<file path="src/rtl/serial_word_packer_if.sv">
// Stream bundle for serial_word_packer: serial bit input side and
// assembled-word output side, plus the partial-word fill count.
interface serial_word_packer_if #(
    parameter int unsigned DATA_WIDTH = 16
);
    localparam int unsigned FILL_W = $clog2(DATA_WIDTH) + 1;

    logic                  din;
    logic                  din_valid;
    logic                  din_ready;
    logic [DATA_WIDTH-1:0] dout;
    logic                  dout_valid;
    logic                  dout_ready;
    logic [FILL_W-1:0]     fill;

    modport master (
        output din, din_valid, dout_ready,
        input  din_ready, dout, dout_valid, fill
    );

    modport slave (
        input  din, din_valid, dout_ready,
        output din_ready, dout, dout_valid, fill
    );
endinterface

</file>
<file path="src/rtl/serial_word_packer.sv">
// Deserializer: collects serial bits LSB-first into DATA_WIDTH-bit words and
// hands them out through a one-word holding register on a valid/ready port.
module serial_word_packer #(
    parameter int unsigned DATA_WIDTH = 16
) (
    input logic              clk,
    input logic              reset,
    serial_word_packer_if.slave bus
);
    localparam int unsigned FILL_W = $clog2(DATA_WIDTH) + 1;

    logic [DATA_WIDTH-2:0] partial_q;
    logic [DATA_WIDTH-1:0] shifted;
    logic [FILL_W-1:0]     fill_q;
    logic [DATA_WIDTH-1:0] dout_q;
    logic                  dout_valid_q;
    logic                  last_bit;
    logic                  din_ready_c;
    logic                  accept;
    logic                  consume;

    always_comb begin
        last_bit    = (fill_q == FILL_W'(DATA_WIDTH - 1));
        // Only the final bit of a word can stall, and only if the held word
        // is not leaving this same cycle (combinational from dout_ready).
        din_ready_c = !(last_bit && dout_valid_q && !bus.dout_ready);
        accept      = bus.din_valid && din_ready_c;
        consume     = dout_valid_q && bus.dout_ready;
        // New bits enter at the top and walk down; after DATA_WIDTH-1 shifts
        // the first accepted bit sits at bit 0.
        shifted     = {bus.din, partial_q};
    end

    always_ff @(posedge clk or posedge reset) begin
        if (reset) begin
            partial_q    <= '0;
            fill_q       <= '0;
            dout_q       <= '0;
            dout_valid_q <= 1'b0;
        end else begin
            if (accept) begin
                partial_q <= shifted[DATA_WIDTH-1:1];
                if (last_bit) begin
                    fill_q <= '0;
                end else begin
                    fill_q <= fill_q + FILL_W'(1);
                end
            end

            // A completion may coincide with a consume; the load wins and
            // dout_valid stays high with no bubble.
            if (accept && last_bit) begin
                dout_q       <= shifted;
                dout_valid_q <= 1'b1;
            end else if (consume) begin
                dout_valid_q <= 1'b0;
            end
        end
    end

    assign bus.din_ready  = din_ready_c;
    assign bus.dout       = dout_q;
    assign bus.dout_valid = dout_valid_q;
    assign bus.fill       = fill_q;

endmodule

</file>
<file path="src/flat_wrapper.sv">
// flat-port wrapper written by rule: the top's interface ports become plain ports
module serial_word_packer_flat 
#(
    parameter int unsigned DATA_WIDTH = 16
)
  (clk, reset, bus_din, bus_din_valid, bus_dout_ready, bus_din_ready, bus_dout, bus_dout_valid, bus_fill);
  serial_word_packer_if #(.DATA_WIDTH(DATA_WIDTH)) bus_i ();
  input logic clk;
  input logic reset;
  input wire logic [$bits(bus_i.din)-1:0] bus_din;
  input wire logic [$bits(bus_i.din_valid)-1:0] bus_din_valid;
  input wire logic [$bits(bus_i.dout_ready)-1:0] bus_dout_ready;
  output wire logic [$bits(bus_i.din_ready)-1:0] bus_din_ready;
  output wire logic [$bits(bus_i.dout)-1:0] bus_dout;
  output wire logic [$bits(bus_i.dout_valid)-1:0] bus_dout_valid;
  output wire logic [$bits(bus_i.fill)-1:0] bus_fill;
  assign bus_i.din = bus_din;
  assign bus_i.din_valid = bus_din_valid;
  assign bus_i.dout_ready = bus_dout_ready;
  assign bus_din_ready = bus_i.din_ready;
  assign bus_dout = bus_i.dout;
  assign bus_dout_valid = bus_i.dout_valid;
  assign bus_fill = bus_i.fill;
  serial_word_packer #(.DATA_WIDTH(DATA_WIDTH)) u_core (.clk(clk), .reset(reset), .bus(bus_i));
endmodule
</file>
<file path="config.mk">
export PLATFORM = sky130hd
export DESIGN_NAME = serial_word_packer_flat
export DESIGN_NICKNAME = d
export VERILOG_FILES = /design/src/rtl/serial_word_packer_if.sv /design/src/rtl/serial_word_packer.sv /design/src/flat_wrapper.sv
export SDC_FILE = /design/constraint.sdc
export NUM_CORES = 1
export LEC_CHECK = 0
export ABC_AREA = 0
export ABC_CLOCK_PERIOD_IN_PS = 2000
export CAP_MARGIN = 20
export CELL_PAD_IN_SITES_DETAIL_PLACEMENT = 0
export CELL_PAD_IN_SITES_GLOBAL_PLACEMENT = 1
export CORE_MARGIN = 5
export CORE_UTILIZATION = 40
export DETAILED_ROUTE_END_ITERATION = 16
export MAX_ROUTING_LAYER = met4
export PLACE_DENSITY_LB_ADDON = 0.1
export SLEW_MARGIN = 30
export SYNTH_ARGS = -nofsm -noshare
export SYNTH_HDL_FRONTEND = slang
export SYNTH_SLANG_ARGS = --single-unit
</file>
<file path="constraint.sdc">
create_clock -name clk -period 2 [get_ports clk]
set_input_delay 0.3 -clock clk [delete_from_list [all_inputs] [get_ports clk]]
set_output_delay 0.3 -clock clk [all_outputs]
set_load 0.02 [all_outputs]
</file>
==> results of run 1 <==
[worst reg2reg max path: cells and delay by family, from the launching register on]
kind / cells / cell delay [ns]
AOI/OAI and AO/OA: 1 / 0.22
adders and majority gates: 1 / 0.17
buffers and inverters: 2 / 0.30
DFF: 1 / 0.35
muxes: 1 / 0.34
and+or+nand+nor: 1 / 0.21
[layer usage]
layer / routed length (microns) / vias up
li1: - / 411
met4: 66 / 0
met3: 96 / 7
met5: 0 / -
met1: 1140 / 433
met2: 1170 / 17
[final timing paths]
| path | start | end | cells after the start |
|---|---|---|---|
| max | u_core.bus.fill[1]$_DFFE_PP0P_ | bus_din_ready | 4 |
| min | reset | u_core.bus.dout[0]$_DFFE_PP0P_ | 3 |
| max reg2reg | u_core.bus.fill[1]$_DFFE_PP0P_ | u_core.partial_q[9]$_DFFE_PP0P_ | 6 |
| min reg2reg | u_core.bus.dout[14]$_DFFE_PP0P_ | u_core.bus.dout[14]$_DFFE_PP0P_ | 1 |
| max in group asynchronous | reset | u_core.bus.fill[4]$_DFFE_PP0P_ | 3 |
| min in group clk | u_core.bus.dout[14]$_DFFE_PP0P_ | u_core.bus.dout[14]$_DFFE_PP0P_ | 1 |
[sequential cells by signal, indices dropped and copies added (netlist names)]
signal	cells
u_core.bus.fill	5
u_core.bus.dout_valid	1
u_core.bus.dout	16
u_core.partial_q	15
[cells in the mapped netlist (all sizes together)]
cell,n
nand2,2
a21oi,3
nand2b,1
and3,1
o2bb2ai,1
ha,1
a32o,1
a31oi,1
o21ai,1
a41oi,1
and2b,1
nand4b,1
mux2,31
and4b,1
dfrtp,37
inv,2
or2b,1
mux2i,1
nand3,2
buf,3
[cells by family after synthesis]
kind of cell	Yosys count	synth area share, %
AOI/OAI and AO/OA	8	4.38
muxes	32	24.2
buffers and inverters	5	2.78
adders and majority gates	1	0.842
DFF	37	62.3
and+or+nand+nor	10	5.48
[metrics by stage]
stage               total power, uW  util, %
floorplan                      1910        -
detailed placement             2490     51.2
global route                   3300     54.3
finish                         3110     54.3
CTS                            3160     54.4
global placement               2470     51.2
[area by class of cell]
class | count | area, sq um | share of cell area, %
flip-flops and latches | 37 | 926 | 46.9
multi-input cells | 51 | 518 | 26.3
clock buffers | 7 | 86.3 | 4.38
inverters | 2 | 7.51 | 0.380
well taps | 48 | 60.1 | 3.04
repair buffers | 36 | 345 | 17.5
clock inverters | 1 | 30.0 | 1.52
[report_power, final]
group,internal (uW),switching [uW],total (uW)
clock network,406,250,657
logic,685,538,1220
registers,1060,168,1230
total,2150,957,3110
==> metrics.yaml, run 1 <==
post-cts-setup-buffer-count: 0
ant_nets: 0
grt_use_met1_pct: 13.4
slowest_stage: "dfrtp_1"
clockBufferDepth: 2
mostFrequentLayoutCell: "dfrtp_1"
routed_wl_mm: 2.47
crit_buf_inv: 1
worst_pin_slew_ns: 0.460
numCtsBuffers: 5
clock_sinks: 37
peakVddDrop_mv: 0.737
cp-start-kind: "flop"
final_area_sq_um: 1970
met2_usage_pct: 17.4
max_cap_violations: 0
grt_pass1_vias: 919
syn_area_sq_um: 1490
instances_no_fill: 182
path_clk_slew_ns: 0.07
netlist.area_leader.share_pct: 62.3
max_stage_delay_ns: 0.35
crit_chain: "ha_1 -> and4b_4 -> or2b_1 -> clkbuf_2"
powerDensity_nw_per_um2: 1580
cts-root-buf: "clkbuf_8"
rows: 22
antenna_found_initial: 0
leakage_uw: 0.000870
post-place-ws_ns: 0.0417
insertion_delay_ns: 0.28
avgSynthCellArea_sq_um: 16.0
wl_per_cell_microns: 13.6
cp.arrival_ns: 1.54
synth_top_cell_by_area: "dfrtp_1"
hold_violations: 0
max_slew_margin_pct: 69.3
drive_gt1_share_pct: 38.8
htreeDepth: 2
layout.nets: 139
path_class: "reg2out"
postCtsHoldBufs: 0
synth.area.top_cells: "dfrtp_1, mux2_2, buf_6"
hp-class: "in2async"
die_x_microns: 70.9
area_delta_synth_final_pct: 32.9
top_usage_layer: "met2"
rrSetupSlack_ns: 0.29
yosysSeqAreaShare_pct: 62.3
firstDrtPassIters: 4
syn_inst: 93
whs_ns: 0.417
ys_types: 21
grt_pass1_wl_mm: 4.34
via_per_inst: 4.77
grt_max_degree: 38
rsz0062_at_grt: "no"
fin_ws_ns: 0.161
cts_tree: "done"
layout_common_cells: "dfrtp_1, mux2_2, clkdlybuf4s50_1"
num_vias: 868
fin_crit_sh_pct: 91.9
end_kind: "output pin"
n_antenna_cell: 0
cp_top_family: "simple AND/OR/NAND/NOR gates"
grtUsageTotal_pct: 11.7
status: "completed"
tns_ns: 0
cp.required_ns: 1.70
hpwl_mm: 1.63
start_util_pct: 40.9
die_y_microns: 70.9
crit_fanout: 4
syn-num-nets: 99
yosys_warnings: 0
io_buffers: 27
met3_usage_pct: 4.83
placedInstanceArea_sq_um: 1860
finalSetupViolations: 0
dpl.cell_count: 174
ioPinCount: 28
max_freq_ghz: 0.544
fp.dieArea_sq_um: 5030
drv_slew: 0
fill_cells: 323
drc: 0
grt_overflow: 0
synth.ff_latch_count: 37
gp_congestion: 0.775
finClkSkew_ns: 0.00234
cts_resized: 2
first_iter_violations: 63
fin_crit_ns: 1.84
core_sq_um: 3630
(Power assumes the default switching activity.)
==> run 2: changes to the inputs <==
Settings changed: PLACE_DENSITY set to 0.77, PLACE_DENSITY_LB_ADDON 0.1 to unset.
==> run 2 against run 1 <==
  * Register-to-register slack worse by 0.03 ns
  * Sequential power is essentially flat
  * Setup slack worse by 0.013 ns
  * Die area did not move
  * Maximum frequency fell by 0.71%
  * Core utilization fell by 0.79 points
  * Routed wire length increased by 1.3%
==> metrics.yaml, run 2 (synthesis results as in run 1) <==
status: "completed"
regArea_sq_um: 926
grt_pass1_wl_mm: 4.46
postCtsHoldBufs: 0
n_antenna_cell: 0
finClkSkew_ns: 0.00674
rrSetupSlack_ns: 0.26
grt_max_degree: 38
top_layer: "met4"
layout_common_cells: "dfrtp_1, mux2_2, clkdlybuf4s50_1"
via_per_inst: 4.85
slowest_stage: "dfrtp_1"
fp.dieArea_sq_um: 5030
gp_congestion: 0.782
drv_slew: 0
tns_ns: 0
placedInstanceArea_sq_um: 1860
max_cap_violations: 0
met1_length_mm: 1.12
core_sq_um: 3630
met2_length_mm: 1.18
mostFrequentLayoutCell: "dfrtp_1"
htreeDepth: 2
crit_fanout: 4
rows: 22
antenna_found_initial: 0
cts-root-buf: "clkbuf_8"
grtUsageTotal_pct: 11.6
post-cts-setup-buffer-count: 0
fin_crit_ns: 1.85
finalSetupViolations: 0
clockBufferDepth: 2
path_class: "reg2out"
met3_length_microns: 164
worst_pin_slew_ns: 0.448
wl_per_cell_microns: 13.8
layout.nets: 139
num_vias: 883
die_x_microns: 70.9
cp-start-kind: "flop"
start_util_pct: 40.9
ioPinCount: 28
peakVddDrop_mv: 0.632
die_y_microns: 70.9
drive_gt1_share_pct: 38.8
clock_sinks: 37
max_stage_delay_ns: 0.37
firstDrtPassIters: 2
insertion_delay_ns: 0.29
first_iter_violations: 17
path_clk_slew_ns: 0.07
fin_crit_sh_pct: 92.6
hp-class: "in2async"
end_kind: "output pin"
drc: 0
cp.required_ns: 1.70
multiInputGateArea_sq_um: 518
hold_violations: 0
cp.arrival_ns: 1.55
max_freq_ghz: 0.540
cts_tree: "done"
final_area_sq_um: 1940
rsz0062_at_grt: "no"
hpwl_mm: 1.72
routed_wl_mm: 2.50
fill_cells: 322
max_slew_margin_pct: 70.1
grt_overflow: 0
largest_reg_flops: 16
ant_nets: 0
grt_pass1_vias: 968
numCtsBuffers: 5
crit_chain: "ha_1 -> and4b_4 -> or2b_1 -> clkbuf_2"
area_delta_synth_final_pct: 30.9
powerDensity_nw_per_um2: 1530
leakage_uw: 0.000849
io_buffers: 27
==> run 2: layout make-up <==
type	instances	area share (%)
Clock buffer	6	3.73
Clock inverter	2	0.772
Sequential cell	37	47.6
Multi-Input combinational cell	51	26.6
Inverter	2	0.386
Tap cell	48	3.09
Timing Repair Buffer	36	17.8
==> run 2: layer usage <==
layer	track usage (%)	vias to the layer above
met5	-	-
met3	5.26	6
met4	4.38	0
met1	13.5	442
met2	17.5	22
li1	-	413
==> run 2: what timing repair did <==
action / in CTS / in global routing
pin swaps: 0 / 0
endpoints found under the setup margin: 1 / 1
resized for setup: 2 / 1
==> run 2: power by group <==
part / total, uW / switching, uW / internal (uW) / leakage [uW]
Clock: 507 / 262 / 245 / 0.0000374
Sequential: 1240 / 180 / 1060 / 0.000453
Combinational: 1230 / 542 / 685 / 0.000358
==> run 2: final timing paths <==
check,from,endpoint,cells after the start
setup / recovery,u_core.bus.fill[0]$_DFFE_PP0P_,bus_din_ready,4
hold / removal,reset,u_core.bus.fill[0]$_DFFE_PP0P_,3
setup reg to reg,u_core.bus.fill[0]$_DFFE_PP0P_,u_core.partial_q[6]$_DFFE_PP0P_,6
hold reg to reg,u_core.partial_q[0]$_DFFE_PP0P_,u_core.bus.dout[0]$_DFFE_PP0P_,1
max in group asynchronous,reset,u_core.bus.dout[9]$_DFFE_PP0P_,3
min in group clk,u_core.partial_q[0]$_DFFE_PP0P_,u_core.bus.dout[0]$_DFFE_PP0P_,1
==> run 2: worst max-delay path: cells and delay by family, from the launching register on <==
kind                       cells  cell delay [ns]
buffers and inverters          1             0.17
and+or+nand+nor                2             0.55
adders and majority gates      1             0.18
DFF                            1             0.37
==> run 2: through the flow <==
stage	total power, uW	setup WS [ns]	util [%]	cells	hold WS, ns
after global placement	2460	0.0546	51.2	174	0.486
after global routing	3160	0.0903	53.5	182	0.458
after CTS	3020	0.00184	53.7	182	0.427
after detailed placement	2500	0.0426	51.2	174	0.494
after floorplan	1910	0.177	-	93	0.450
final	2970	0.148	53.5	182	0.417
